===== config.mk =====
export PLATFORM = sky130hd
export DESIGN_NAME = icache_fetch
export DESIGN_NICKNAME = d
export VERILOG_FILES = /design/src/rtl/icache_pkg.sv /design/src/rtl/icache_line_store.sv /design/src/rtl/icache_fetch.sv
export SDC_FILE = /design/constraint.sdc
export NUM_CORES = 2
export LEC_CHECK = 0
export ABC_CLOCK_PERIOD_IN_PS = 4700
export BUFFER_PORTS_ARGS = -buffer_cell sky130_fd_sc_hd__buf_2
export CORE_ASPECT_RATIO = 2
export CORE_MARGIN = 1
export CORE_UTILIZATION = 25
export CTS_BUF_LIST = sky130_fd_sc_hd__clkbuf_4 sky130_fd_sc_hd__clkbuf_8
export DETAILED_ROUTE_END_ITERATION = 10
export HOLD_SLACK_MARGIN = 0.06
export PLACE_DENSITY = 0.45
export SLEW_MARGIN = 20
export SYNTH_ARGS = -nofsm -noshare
export SYNTH_HDL_FRONTEND = slang
export SYNTH_SLANG_ARGS = --single-unit

===== constraint.sdc =====
create_clock -name clock -period 4.7 [get_ports clock]
set_clock_uncertainty 0.05 [all_clocks]
set_input_delay 0.94 -clock clock [delete_from_list [all_inputs] [get_ports clock]]
set_output_delay 0.94 -clock clock [all_outputs]
set_load 0.02 [all_outputs]

===== src/rtl/icache_pkg.sv =====
// Shared types and helpers for the instruction-fetch stage and its direct-mapped cache.
// Holds the fetch FSM state enum, instruction width, the NOP word and the address-split width helpers.
// Build option: ICACHE_STATS_EN (used by icache_fetch) adds hit/miss counters.
package icache_pkg;

  localparam int unsigned INSTR_W = 32;
  localparam logic [INSTR_W-1:0] NOP_WORD = 32'h0000_0000;

  typedef enum logic [1:0] {
    LOOKUP  = 2'd0,
    REFILL  = 2'd1,
    INSTALL = 2'd2
  } fetchState_e;

  // Word-offset field width: log2(words per line).
  function automatic int unsigned offWidth(input int unsigned wordsPerLine);
    return $clog2(wordsPerLine);
  endfunction

  // Line-index field width: log2(lines).
  function automatic int unsigned idxWidth(input int unsigned lines);
    return $clog2(lines);
  endfunction

  // Tag width: everything above index, offset and the two byte bits.
  function automatic int unsigned tagWidth(input int unsigned lines, input int unsigned wordsPerLine);
    return INSTR_W - offWidth(wordsPerLine) - idxWidth(lines) - 2;
  endfunction

endpackage


===== src/rtl/icache_line_store.sv =====
// Valid/tag/data arrays of the direct-mapped instruction cache.
// Ports:
//   clock, reset        - clock; async active-high reset clears every valid bit
//   lineIndex           - line selected for read, word write and install
//   readOffset          - word within the line for the combinational read
//   readValid/readTag   - valid bit and stored tag of lineIndex
//   readWord            - data word at [lineIndex][readOffset]
//   writeEn/Offset/Data - write one refill word into lineIndex
//   installEn/installTag- mark lineIndex valid with the given tag
module icache_line_store
  import icache_pkg::*;
#(
  parameter int unsigned LINES          = 16,
  parameter int unsigned WORDS_PER_LINE = 4,
  parameter int unsigned TAG_W          = tagWidth(LINES, WORDS_PER_LINE)
) (
  input  logic                                 clock,
  input  logic                                 reset,
  input  logic [idxWidth(LINES)-1:0]           lineIndex,
  input  logic [offWidth(WORDS_PER_LINE)-1:0]  readOffset,
  output logic                                 readValid,
  output logic [TAG_W-1:0]                     readTag,
  output logic [INSTR_W-1:0]                   readWord,
  input  logic                                 writeEn,
  input  logic [offWidth(WORDS_PER_LINE)-1:0]  writeOffset,
  input  logic [INSTR_W-1:0]                   writeData,
  input  logic                                 installEn,
  input  logic [TAG_W-1:0]                     installTag
);

  logic [LINES-1:0]   validBits;
  logic [TAG_W-1:0]   tagMem  [LINES];
  logic [INSTR_W-1:0] dataMem [LINES][WORDS_PER_LINE];

  // Valid bits are the only state that must reset; tag/data are qualified by them.
  always_ff @(posedge clock or posedge reset) begin
    if (reset) begin
      validBits <= '0;
    end else if (installEn) begin
      validBits[lineIndex] <= 1'b1;
    end
  end

  always_ff @(posedge clock) begin
    if (installEn) begin
      tagMem[lineIndex] <= installTag;
    end
    if (writeEn) begin
      dataMem[lineIndex][writeOffset] <= writeData;
    end
  end

  assign readValid = validBits[lineIndex];
  assign readTag   = tagMem[lineIndex];
  assign readWord  = dataMem[lineIndex][readOffset];

endmodule


===== src/rtl/icache_fetch.sv =====
// Instruction-fetch stage: owns the PC, looks it up in a direct-mapped cache and
// refills a missing line from instruction memory before replaying the lookup.
// Ports:
//   clock, reset                 - clock; async active-high reset
//   branch_taken, branch_target  - redirect request from a later stage
//   instruction_out, hit_out     - IF/ID payload; downstream captures only when hit_out=1
//   next_pc_out, pc_out          - PC + 4 and current PC
//   mem_req, mem_addr            - refill read request and word address
//   mem_ready, mem_data          - one refill word per ready beat
//   hit_count, miss_count        - only when ICACHE_STATS_EN is defined
module icache_fetch
  import icache_pkg::*;
#(
  parameter int unsigned         LINES          = 16,
  parameter int unsigned         WORDS_PER_LINE = 4,
  parameter logic [INSTR_W-1:0]  RESET_PC       = 32'h0000_0000
) (
  input  logic               clock,
  input  logic               reset,
  input  logic               branch_taken,
  input  logic [INSTR_W-1:0] branch_target,
  output logic [INSTR_W-1:0] instruction_out,
  output logic [INSTR_W-1:0] next_pc_out,
  output logic               hit_out,
  output logic [INSTR_W-1:0] pc_out,
  output logic               mem_req,
  output logic [INSTR_W-1:0] mem_addr,
  input  logic               mem_ready,
  input  logic [INSTR_W-1:0] mem_data
`ifdef ICACHE_STATS_EN
  ,
  output logic [31:0]        hit_count,
  output logic [31:0]        miss_count
`endif
);

  localparam int unsigned OFF_W = offWidth(WORDS_PER_LINE);
  localparam int unsigned IDX_W = idxWidth(LINES);
  localparam int unsigned TAG_W = tagWidth(LINES, WORDS_PER_LINE);
  localparam logic [INSTR_W-1:0] LINE_MASK = INSTR_W'(WORDS_PER_LINE * 4 - 1);
  localparam logic [OFF_W-1:0]   LAST_BEAT = OFF_W'(WORDS_PER_LINE - 1);

  fetchState_e        state, stateNext;
  logic [INSTR_W-1:0] pc, pcNext;
  logic               memReq, memReqNext;
  logic [INSTR_W-1:0] memAddr, memAddrNext;
  logic [OFF_W-1:0]   beatCnt, beatCntNext;
  logic               redirectPending, redirectPendingNext;
  logic [INSTR_W-1:0] pendingTarget, pendingTargetNext;

  logic [OFF_W-1:0]   pcOffset;
  logic [IDX_W-1:0]   pcIndex;
  logic [TAG_W-1:0]   pcTag;
  logic [INSTR_W-1:0] targetAligned;
  logic               lineValid;
  logic [TAG_W-1:0]   lineTag;
  logic [INSTR_W-1:0] lineWord;
  logic               hitC;
  logic               writeEn;
  logic               installEn;

  assign pcOffset      = pc[OFF_W+1:2];
  assign pcIndex       = pc[OFF_W+IDX_W+1:OFF_W+2];
  assign pcTag         = pc[INSTR_W-1:OFF_W+IDX_W+2];
  assign targetAligned = branch_target & ~INSTR_W'(3);

  // PC stays put through REFILL/INSTALL, so one index serves read, refill and install.
  icache_line_store #(
    .LINES          (LINES),
    .WORDS_PER_LINE (WORDS_PER_LINE),
    .TAG_W          (TAG_W)
  ) lineStore (
    .clock       (clock),
    .reset       (reset),
    .lineIndex   (pcIndex),
    .readOffset  (pcOffset),
    .readValid   (lineValid),
    .readTag     (lineTag),
    .readWord    (lineWord),
    .writeEn     (writeEn),
    .writeOffset (beatCnt),
    .writeData   (mem_data),
    .installEn   (installEn),
    .installTag  (pcTag)
  );

  // State and datapath registers.
  always_ff @(posedge clock or posedge reset) begin
    if (reset) begin
      state           <= LOOKUP;
      pc              <= RESET_PC;
      memReq          <= 1'b0;
      memAddr         <= '0;
      beatCnt         <= '0;
      redirectPending <= 1'b0;
      pendingTarget   <= '0;
    end else begin
      state           <= stateNext;
      pc              <= pcNext;
      memReq          <= memReqNext;
      memAddr         <= memAddrNext;
      beatCnt         <= beatCntNext;
      redirectPending <= redirectPendingNext;
      pendingTarget   <= pendingTargetNext;
    end
  end

  // Next-state, PC and refill handshake.
  always_comb begin
    stateNext           = state;
    pcNext              = pc;
    memReqNext          = memReq;
    memAddrNext         = memAddr;
    beatCntNext         = beatCnt;
    redirectPendingNext = redirectPending;
    pendingTargetNext   = pendingTarget;
    hitC                = 1'b0;
    writeEn             = 1'b0;
    installEn           = 1'b0;

    case (state)
      LOOKUP: begin
        hitC = lineValid && (lineTag == pcTag);
        if (hitC) begin
          pcNext = branch_taken ? targetAligned : pc + 32'd4;
        end else if (branch_taken) begin
          // Missed fetch is on the wrong path anyway: skip the refill.
          pcNext = targetAligned;
        end else begin
          stateNext   = REFILL;
          memReqNext  = 1'b1;
          memAddrNext = pc & ~LINE_MASK;
          beatCntNext = '0;
        end
      end

      REFILL: begin
        if (memReq && mem_ready) begin
          writeEn     = 1'b1;
          beatCntNext = beatCnt + OFF_W'(1);
          memAddrNext = memAddr + 32'd4;
          if (beatCnt == LAST_BEAT) begin
            memReqNext = 1'b0;
            stateNext  = INSTALL;
          end
        end
        if (branch_taken) begin
          redirectPendingNext = 1'b1;
          pendingTargetNext   = targetAligned;
        end
      end

      INSTALL: begin
        installEn           = 1'b1;
        stateNext           = LOOKUP;
        redirectPendingNext = 1'b0;
        // A redirect arriving this very cycle is newer than any pending one.
        if (branch_taken) begin
          pcNext = targetAligned;
        end else if (redirectPending) begin
          pcNext = pendingTarget;
        end
      end

      default: begin
        stateNext = LOOKUP;
      end
    endcase
  end

  assign hit_out         = hitC;
  assign instruction_out = hitC ? lineWord : NOP_WORD;
  assign pc_out          = pc;
  assign next_pc_out     = pc + 32'd4;
  assign mem_req         = memReq;
  assign mem_addr        = memAddr;

`ifdef ICACHE_STATS_EN
  logic lookupMiss;
  assign lookupMiss = (state == LOOKUP) && !hitC && !branch_taken;

  // Performance counters; wrap naturally at 2^32.
  always_ff @(posedge clock or posedge reset) begin
    if (reset) begin
      hit_count  <= '0;
      miss_count <= '0;
    end else begin
      if (hitC) begin
        hit_count <= hit_count + 32'd1;
      end
      if (lookupMiss) begin
        miss_count <= miss_count + 32'd1;
      end
    end
  end
`endif

endmodule


==> results.json <==
{
  "outcome": "finished, violations left",
  "violations": "DRC, setup timing",
  "crit_arrival_ns": 4.77,
  "yosys_warnings": 0,
  "grt_pass1_vias": 54380,
  "firstDrtPassIters": 10,
  "power_density_nw_per_um2": 369.5,
  "rows": 328,
  "final_cell_count_no_fill": 10780,
  "htreeDepth": 5,
  "grt_overflow_total": 0,
  "timing.hold.ws_ns": 0.1703,
  "syn_area_um2": 99990,
  "drive_gt1_frac": 0.3940,
  "cts_tree": "built",
  "gr-usage-all-layers": 0.1538,
  "multiInputGateArea_um2": 23900,
  "drv_cap": 0,
  "num_io_pins": 198,
  "dpl.hpwl_mm": 204.1,
  "grt_pass1_wl_mm": 435.7,
  "drv_slew": 0,
  "cts_sinks": 2544,
  "min_period_ns": 5.763,
  "finalHoldViolCount": 0,
  "dieArea_um2": 402700,
  "total_power_mw": 44.12,
  "rsz0062_at_grt": "true",
  "syn2layout_area_growth_pct": 19.43,
  "synth_area_leader_cell": "edfxtp_1",
  "drtIter0Drc": 3432,
  "ys_top_cells_by_area": "edfxtp_1 73%, mux4_2 17%, dfrtp_1 2.8%",
  "cp-start-kind": "flop",
  "fillers": 38680,
  "crit_path_max_fanout": 8,
  "regArea_um2": 75860,
  "tightest_slew_ns": 1.113,
  "die_h_um": 896.4,
  "end_kind": "primary output",
  "placed_cells": 10080,
  "drc": 2,
  "fin_tns_setup_ns": -33.74,
  "grtUsageMet2": 0.3115,
  "dpl_cell_area_um2": 111000,
  "vias": 49940,
  "port_buffers": 189,
  "fin_util": 0.2997,
  "final_nets": 5301,
  "synthArstFlopShare": 0.04403,
  "viasPerCell": 4.632,
  "synth_edf_count": 2432,
  "synth_top_area_share": 0.7303,
  "met3_usage": 0.01918,
  "synth_cells": 4478,
  "die_w_um": 449.2,
  "power.leakage_nw": 37.59,
  "ys_types": 84,
  "finalWirelength_mm": 313.3,
  "ys_seq_area_frac": 0.7584,
  "ys_ff_latch": 2544,
  "criticalPathCategory": "flop to primary output",
  "setup_viol": 33,
  "grt_antenna_before_repair": 23,
  "clkTransAtPathRegs_ns": 0.07,
  "synth_ff_type": "edfxtp_1",
  "wl_per_cell_um": 29.05,
  "avgSynthCellArea_um2": 22.33,
  "grt_use_met1": 0.1518,
  "initial_core_util": 0.2509,
  "cts_root_buffer": "clkbuf_8",
  "gp_congestion": 0.9064,
  "busiest_layer": "met2",
  "clk_latency_ns": 1.03,
  "cts_buffer_depth": 4,
  "dp_slack_ns": -0.5665,
  "setup_slack_ns": -1.063,
  "ir_worst_vdd_v": 0.0002194,
  "fin_crit_sh": 1.226,
  "fin_area_um2": 119400,
  "crit_required_ns": 3.71,
  "ant_nets": 0,
  "core_um2": 398500,
  "max_freq_ghz": 0.1735,
  "hp-class": "primary input to flop",
  "numCtsBuffers": 353,
  "worst_slew_margin_rel": 0.2581,
  "grt_max_degree": 93
}
flip-flops by register name, indices dropped and copies added (netlist names), 2 cells and up:
| signal | flops |
|---|---|
| lineStore.dataMem | 2048 |
| state | 2 |
| pendingTarget | 30 |
| mem_addr | 30 |
| lineStore.validBits | 16 |
| beatCnt | 2 |
| lineStore.tagMem | 384 |
| pc_out | 30 |
worst paths after layout:
path                                               startpoint                                  to  slack, ns  cells past startpoint
hold / removal                              branch_target[18]       pendingTarget[18]$_DFFE_PP0P_       0.17                      2
setup / recovery                        pc_out[4]$_DFFE_PP0P_                 instruction_out[27]      -1.06                     15
setup reg to reg                        pc_out[4]$_DFFE_PP0P_              pc_out[22]$_DFFE_PP0P_       0.09                     16
max in group asynchronous                               reset              pc_out[12]$_DFFE_PP0P_       3.12                      4
hold reg to reg            lineStore.validBits[2]$_DFFE_PP0P_  lineStore.validBits[2]$_DFFE_PP0P_       0.42                      1
min in group asynchronous                               reset            mem_addr[15]$_DFFE_PP0P_       0.59                      3
logic make-up after synthesis:
logic type / Yosys count / synth area share
DFF: 2544 / 0.7584
muxes: 860 / 0.1790
and+or+nand+nor: 455 / 0.02227
buffers and inverters: 288 / 0.01304
AOI/OAI and AO/OA: 270 / 0.02176
xor gates and xnor gates: 54 / 0.004730
adders and majority gates: 6 / 0.0007507
other: 1 / 0.00003750
cells in the mapped netlist (6+ instances only):
| cell | instances |
|---|---|
| o221ai_1 | 13 |
| a211o_1 | 9 |
| ha_1 | 6 |
| o21ai_0 | 32 |
| a221oi_1 | 17 |
| dfrtp_1 | 112 |
| xor2_1 | 10 |
| inv_1 | 17 |
| buf_1 | 35 |
| a221oi_2 | 8 |
| o21ai_1 | 14 |
| o22ai_1 | 18 |
| or2_2 | 17 |
| a21oi_2 | 8 |
| mux2_2 | 28 |
| mux2i_1 | 92 |
| a2bb2oi_1 | 8 |
| or3_1 | 7 |
| a21oi_1 | 32 |
| xnor2_1 | 44 |
| nor2_1 | 165 |
| a22oi_1 | 14 |
| clkbuf_1 | 180 |
| nand4_1 | 11 |
| buf_6 | 9 |
| o41ai_2 | 15 |
| nor3_1 | 26 |
| buf_4 | 10 |
| a211oi_1 | 13 |
| o211ai_1 | 8 |
| and2_1 | 6 |
| edfxtp_1 | 2432 |
| mux4_2 | 740 |
| and3_1 | 57 |
| nand2_1 | 88 |
| buf_2 | 28 |
| o31a_1 | 9 |
| a22o_1 | 21 |
| nand3_1 | 40 |
final cells by class:
| class | count | share of cell area |
|---|---|---|
| Tap cell | 5280 | 0.05532 |
| Inverter | 20 | 0.0007125 |
| Clock inverter | 151 | 0.007984 |
| Timing Repair Buffer | 657 | 0.05244 |
| Sequential cell | 2544 | 0.6352 |
| Multi-Input combinational cell | 1651 | 0.2002 |
| Clock buffer | 462 | 0.04780 |
| Antenna cell | 17 | 0.0003562 |
cells in the final DEF, fill, tap and decap left out, drive strengths merged, types with 13 or more instances in the layout:
cell,n
clkinv,124
a221oi,25
or2,19
a211oi,14
dlygate4sd3,22
mux2i,92
nor2,166
xnor2,44
a22o,21
buf,629
a22oi,14
edfxtp,2432
and3,57
mux4,740
o21ai,47
dfrtp,112
inv,29
mux2,28
diode,17
o22ai,18
o221ai,13
clkbuf,463
nand2,89
a21oi,40
o41ai,17
nand3,41
nor3,27
repair_timing:
action / in CTS / in global routing
gates resized for setup: 144 / 33
setup buffers: 34 / 12
hold buffers: 22 / 0
setup endpoints to repair: 94 / 37
cloned: 7 / 1
pin swaps: 9 / 8
hold endpoints to repair: 76 / 0
critical path: stages, from the launching register on:
cell,delay [ns]
dfrtp_4,0.51
buf_12,0.16
buf_6,0.13
buf_8,0.13
buf_6,0.12
mux4_2,0.48
a221oi_2,0.31
buf_4,0.17
xnor2_2,0.06
a2111o_1,0.47
nand4bb_4,0.28
nor3_4,0.27
buf_6,0.19
clkbuf_16,0.16
and3_4,0.18
buf_6,0.12
where the power goes:
group	switching [mW]	internal, mW	total, mW
Sequential	0.0255	24.8	24.8
Combinational	1.31	0.978	2.28
Clock	8.63	8.39	17.0
Total	9.96	34.2	44.1
layer usage:
metal  wire, um  up-vias
li1           -    20520
met1     104400    27480
met2     182500     1375
met3      10760      566
met4      15620        4
met5         23        -
No activity file was read; power rests on OpenSTA's default activity.
